[config.mk]
export PLATFORM = sky130hd
export DESIGN_NAME = imem_boot_loader
export DESIGN_NICKNAME = d
export VERILOG_FILES = /design/src/rtl/imem_boot_loader.sv
export SDC_FILE = /design/constraint.sdc
export NUM_CORES = 1
export LEC_CHECK = 0
export BUFFER_PORTS_ARGS = -buffer_cell sky130_fd_sc_hd__buf_4
export CAP_MARGIN = 20
export CORE_ASPECT_RATIO = 0.8
export CORE_MARGIN = 4
export CORE_UTILIZATION = 25
export CTS_CLUSTER_DIAMETER = 120
export DETAILED_ROUTE_END_ITERATION = 10
export SETUP_SLACK_MARGIN = 0.3
export SYNTH_ARGS = -nofsm -noshare
export SYNTH_HDL_FRONTEND = slang
export SYNTH_SLANG_ARGS = --single-unit
[constraint.sdc]
create_clock -name clk -period 1.95 [get_ports clk]
set_input_delay 0.195 -clock clk [delete_from_list [all_inputs] [get_ports clk]]
set_output_delay 0.195 -clock clk [all_outputs]
set_load 0.01 [all_outputs]
[src/rtl/imem_boot_loader.sv]
// ============================================================================
//  Module   : imem_boot_loader
//  Purpose  : Streams boot bytes into IMEM as little-endian words, then
//             releases processor reset. Optional macro: IMEM_LOADER_EBREAK_PAD_EN
//  Revision : 1.0
// ============================================================================
`default_nettype none

module imem_boot_loader #(
   parameter int IMEM_SIZE_IN_WORDS = 2048,
   parameter int ADDR_WIDTH         = 11,
   parameter int BASE_WORD_ADDR     = 0,
   parameter int RELEASE_DELAY      = 2
) (
   input  logic                  clk,
   input  logic                  reset,
   input  logic                  in_valid,
   input  logic [7:0]            in_data,
   input  logic                  in_last,
   output logic                  in_ready,
   output logic                  mem_we,
   output logic [ADDR_WIDTH-1:0] mem_addr,
   output logic [31:0]           mem_wdata,
   output logic                  proc_reset,
   output logic                  load_done,
   output logic                  overflow,
   output logic [ADDR_WIDTH:0]   word_count
);

   localparam int                  RW       = (RELEASE_DELAY > 1) ? $clog2(RELEASE_DELAY) : 1;
   localparam logic [RW-1:0]       REL_LAST = RW'(RELEASE_DELAY - 1);
   localparam logic [ADDR_WIDTH:0] SIZE_W   = (ADDR_WIDTH + 1)'(IMEM_SIZE_IN_WORDS);
   localparam logic [ADDR_WIDTH-1:0] BASE_A = ADDR_WIDTH'(BASE_WORD_ADDR);
   localparam logic [31:0]         EBREAK   = 32'h0010_0073;

   typedef enum logic [2:0] {
      S_LOAD    = 3'd0,
      S_FLUSH   = 3'd1,
      S_PAD     = 3'd2,
      S_RELEASE = 3'd3,
      S_DONE    = 3'd4
   } state_t;

   state_t              state, state_nxt;
   logic [1:0]          byte_idx;
   logic [23:0]         asm_lo;
   logic [ADDR_WIDTH:0] widx;
   logic [RW-1:0]       rel_cnt;
   logic                accept;
   logic                issue;
   logic [31:0]         issue_word;

   assign in_ready   = (state == S_LOAD);
   assign accept     = in_valid && in_ready;
   assign proc_reset = (state != S_DONE);
   assign load_done  = (state == S_DONE);
   assign word_count = widx;

   always_ff @(posedge clk) begin
      if (reset) state <= S_LOAD;
      else       state <= state_nxt;
   end

   always_comb begin
      state_nxt  = state;
      issue      = 1'b0;
      issue_word = '0;
      case (state)
         S_LOAD: begin
            if (accept) begin
               // Lanes above the current byte stay zero, which zero-fills a short final word.
               for (int k = 0; k < 3; k++) begin
                  if (k < int'(byte_idx)) issue_word[8*k +: 8] = asm_lo[8*k +: 8];
               end
               issue_word[{byte_idx, 3'b000} +: 8] = in_data;
               issue = in_last || (byte_idx == 2'd3);
               if (in_last) state_nxt = S_FLUSH;
            end
         end
         S_FLUSH: begin
`ifdef IMEM_LOADER_EBREAK_PAD_EN
            state_nxt = S_PAD;
`else
            state_nxt = S_RELEASE;
`endif
         end
         S_PAD: begin
            issue      = 1'b1;
            issue_word = EBREAK;
            state_nxt  = S_RELEASE;
         end
         S_RELEASE: begin
            if (rel_cnt == REL_LAST) state_nxt = S_DONE;
         end
         S_DONE:  state_nxt = S_DONE;
         default: state_nxt = S_LOAD;
      endcase
   end

   always_ff @(posedge clk) begin
      if (reset) begin
         byte_idx  <= 2'd0;
         asm_lo    <= '0;
         widx      <= '0;
         rel_cnt   <= '0;
         mem_we    <= 1'b0;
         mem_addr  <= BASE_A;
         mem_wdata <= '0;
         overflow  <= 1'b0;
      end else begin
         mem_we <= 1'b0;
         if (accept) begin
            if (issue) begin
               byte_idx <= 2'd0;
            end else begin
               byte_idx <= byte_idx + 2'd1;
               case (byte_idx)
                  2'd0:    asm_lo[7:0]   <= in_data;
                  2'd1:    asm_lo[15:8]  <= in_data;
                  default: asm_lo[23:16] <= in_data;
               endcase
            end
         end
         // widx saturates at the IMEM size, so it doubles as the written-word count.
         if (issue) begin
            if (widx < SIZE_W) begin
               mem_we    <= 1'b1;
               mem_addr  <= BASE_A + widx[ADDR_WIDTH-1:0];
               mem_wdata <= issue_word;
               widx      <= widx + 1'b1;
            end else begin
               overflow  <= 1'b1;
            end
         end
         if (state == S_RELEASE) rel_cnt <= rel_cnt + 1'b1;
         else                    rel_cnt <= '0;
      end
   end

endmodule

`default_nettype wire

==> results.ini <==
[timing]
finalMaxSlewViolations=0
setup_viol=0
min_tclk_post_route_ns=1.708
finalSetupTns_ns=0
final_period_util_pct=87.57
fmax_mhz=585.6
clock_skew_ns=0.005750
crit_path_setup_slack_layout_ns=0.2423
rsz0062_at_grt=yes
timing_worst_slew_pin_value_ns=0.4141
final_count_of_hold_timing_violations=0
max_slew_margin_pct=72.36

[place]
pre_cts_slack_ns=0.08973
placement.cell_area_sq_um=4402
gpl_wtd_cong=0.8024
dp_cells=620
place.port_buffers=71
dp.final_hpwl_um=6983

[die]
die-area_sq_um=16280
die_width_um=141.7
start_util_pct=25.92
top_level_ports=72
dieHeight_um=114.9
core_area_sq_um=13790
placementRows=38

[global_route]
grt_remaining_overflow=0
global_route.peak_usage_layer=met2
groute.layer.met1.usage_pct=16.59
number_of_antenna_violations_at_the_first_check_in_global_routing=0
grt_first_pass_wirelength_um=16660
grt_start_max_net_pins=35
grt_use_met3_pct=2.661
grt_usage_pct=12.76
met2_capacity_usage_during_global_routing_pct=20.44
first_global_vias=3097

[layout]
fin_util_pct=36.07
fillers=1391
finalNetCount=487
layout.cells.most_common=sky130_fd_sc_hd__buf_4
layout_cells_sized_above_1_pct=32.42
instances_no_fill=652
diodes=0
final_cell_mix=sky130_fd_sc_hd__buf_4 (95), sky130_fd_sc_hd__dfxtp_1 (81), sky130_fd_sc_hd__nor2_1 (40)
final_cell_area_sq_um=4974
area_delta_synth_final_pct=39.18

[clock_tree]
insertion_delay_ns=0.33
clock_path_buffers=2
cts_hold_buffers=0
clock_tree_from_tritoncts=done
cts_num_sinks=87
clk_transition_reported_paths_ns=0.06
ctsHtreeMaxLevel=3
ctsRootBufferMaster=sky130_fd_sc_hd__clkbuf_16
cts_inserted_buffers=9

[route]
first_iter_violations=185
drtAntennaViolNets=0
route.detailed.wl_per_inst_um=15.90
routed_wl_um=10360
post_drt_via_cell_ratio=4.882
remaining_drc_errors=0
detailedRoute.firstPassIterationCount=4
detailroute.via_count=3183

[yosys]
netlist_top_cells_area=sky130_fd_sc_hd__dfxtp_1 (49%), sky130_fd_sc_hd__mux2i_1 (6.7%), sky130_fd_sc_hd__nor2_1 (4.6%)
async_reset_ff_share_pct=0
synth_sequential_area_ratio_pct=48.74
synth_cells=377
yosysTopAreaCellShare_pct=48.74
netlist-cell-type-count=45
yosys_warnings=0
netlist.top_cell.by_area=sky130_fd_sc_hd__dfxtp_1
synth_fp_nets=397
avgSynthCellArea_sq_um=9.479
synth-seq-cells=87
synth-edff-count=0
synth_top_flop_cell=sky130_fd_sc_hd__dfxtp_1
syn_area_sq_um=3573

[worst_setup_path]
worstPathMaxFanout=6
cp_data_required_time_ns=2.21
startpoint_type=flop
crit_arrival_ns=1.97
crit_path_end_kind=flop
path_class=reg -> reg

[job]
maxCapViolCount=0

[hold_path]
min-delay-path-class=in -> reg

[power]
ir_worst_vdd_uv=421.8
power.leakage_uw=0.002014
total_power_density_per_cell_area_nw_per_um2=798.8

[status]
run_status=finished, final reports clean

## cells in the mapped netlist (all sizes together) (2+ instances only)
library cell,n
mux2i,24
or3,2
buf,10
a21oi,27
nand4,2
o211ai,3
o21ai,3
and4,2
clkbuf,12
xnor2,2
and3,2
ha,8
inv,8
o2bb2ai,18
or4,7
o21a,7
dfxtp,87
nand3,9
nor3,9
nor2,45
nor4,2
nand2,35
a22oi,16
a22o,6
nor2b,9
o31ai,6
a31oi,8
## where the power goes
| part | internal [uW] | switching (uW) |
|---|---|---|
| clock network | 937 | 665 |
| logic | 223 | 286 |
| registers | 1820 | 39.6 |
| total | 2980 | 990 |
## kinds of logic (layout without fill, tap and decap cells)
group                      after synthesis  after routing  synth area share (%)
xor gates and xnor gates                 3              3                0.7354
and+or+nand+nor                        129            129                 18.38
adders and majority gates                8              8                 2.801
buffers and inverters                   30            125                 3.711
DFF                                     87             87                 48.74
muxes                                   24             24                 6.723
AOI/OAI and AO/OA                       96             96                 18.91
## per-layer routing
metal  vias to the layer above  share of wire [%]
li1                       1551                  -
met2                        88                 47
met5                         -                  0
met3                        25                4.2
met4                         0                3.0
met1                      1519                 46
## state kept, by name (all words and copies together) (netlist names)
name / cells
overflow: 1
rel_cnt: 1
mem_we: 1
state: 3
mem_addr: 11
byte_idx: 2
word_count: 12
asm_lo: 24
mem_wdata: 32
## cell type report
type	instances	area (sq um)	share of cell area, %
multi-input combinational	260	1859	37.38
inverter	8	40.04	0.8050
sequential	87	1757	35.32
clock inverter	2	13.76	0.2767
clock buffer	14	264.0	5.308
timing repair buffer	101	814.5	16.38
tap	180	225.2	4.528
## per-stage QoR
| stage | total power, uW | hold slack (ns) |
|---|---|---|
| final | 3973 | 0.1518 |
| after global routing | 4150 | 0.1582 |
| after CTS | 3983 | 0.1481 |
| after detailed placement | 2318 | 0.4055 |
| after global placement | 2307 | 0.4018 |
| after floorplan | 2137 | 0.3205 |
## worst max-delay path, cell delays in order (launching register included)
cell and delay [ns]:
sky130_fd_sc_hd__dfxtp_4 0.40, sky130_fd_sc_hd__inv_6 0.07, sky130_fd_sc_hd__ha_4 0.24, sky130_fd_sc_hd__or4bb_4 0.58, sky130_fd_sc_hd__nor2_4 0.11, sky130_fd_sc_hd__nand3_1 0.11, sky130_fd_sc_hd__a21oi_2 0.13
## worst paths after layout
kind,startpoint,endpoint,slack [ns],cells after the start
hold reg to reg,rel_cnt$_SDFF_PP0_,rel_cnt$_SDFF_PP0_,0.41,1
setup / recovery,byte_idx[1]$_SDFFE_PP0N_,mem_wdata[30]$_SDFFE_PP0P_,0.24,6
setup reg to reg,byte_idx[1]$_SDFFE_PP0N_,mem_wdata[30]$_SDFFE_PP0P_,0.24,6
hold / removal,in_data[0],mem_wdata[24]$_SDFFE_PP0P_,0.15,2
## timing repair
| action | 4_1_cts | 5_1_grt |
|---|---|---|
| setup buffers | 9 | 5 |
| gates resized for setup | 12 | 28 |
| pin swaps | 6 | 24 |
| cloned | 1 | 1 |
| setup endpoints to repair | 47 | 71 |
Note: power is estimated with default switching activity, not from simulation.
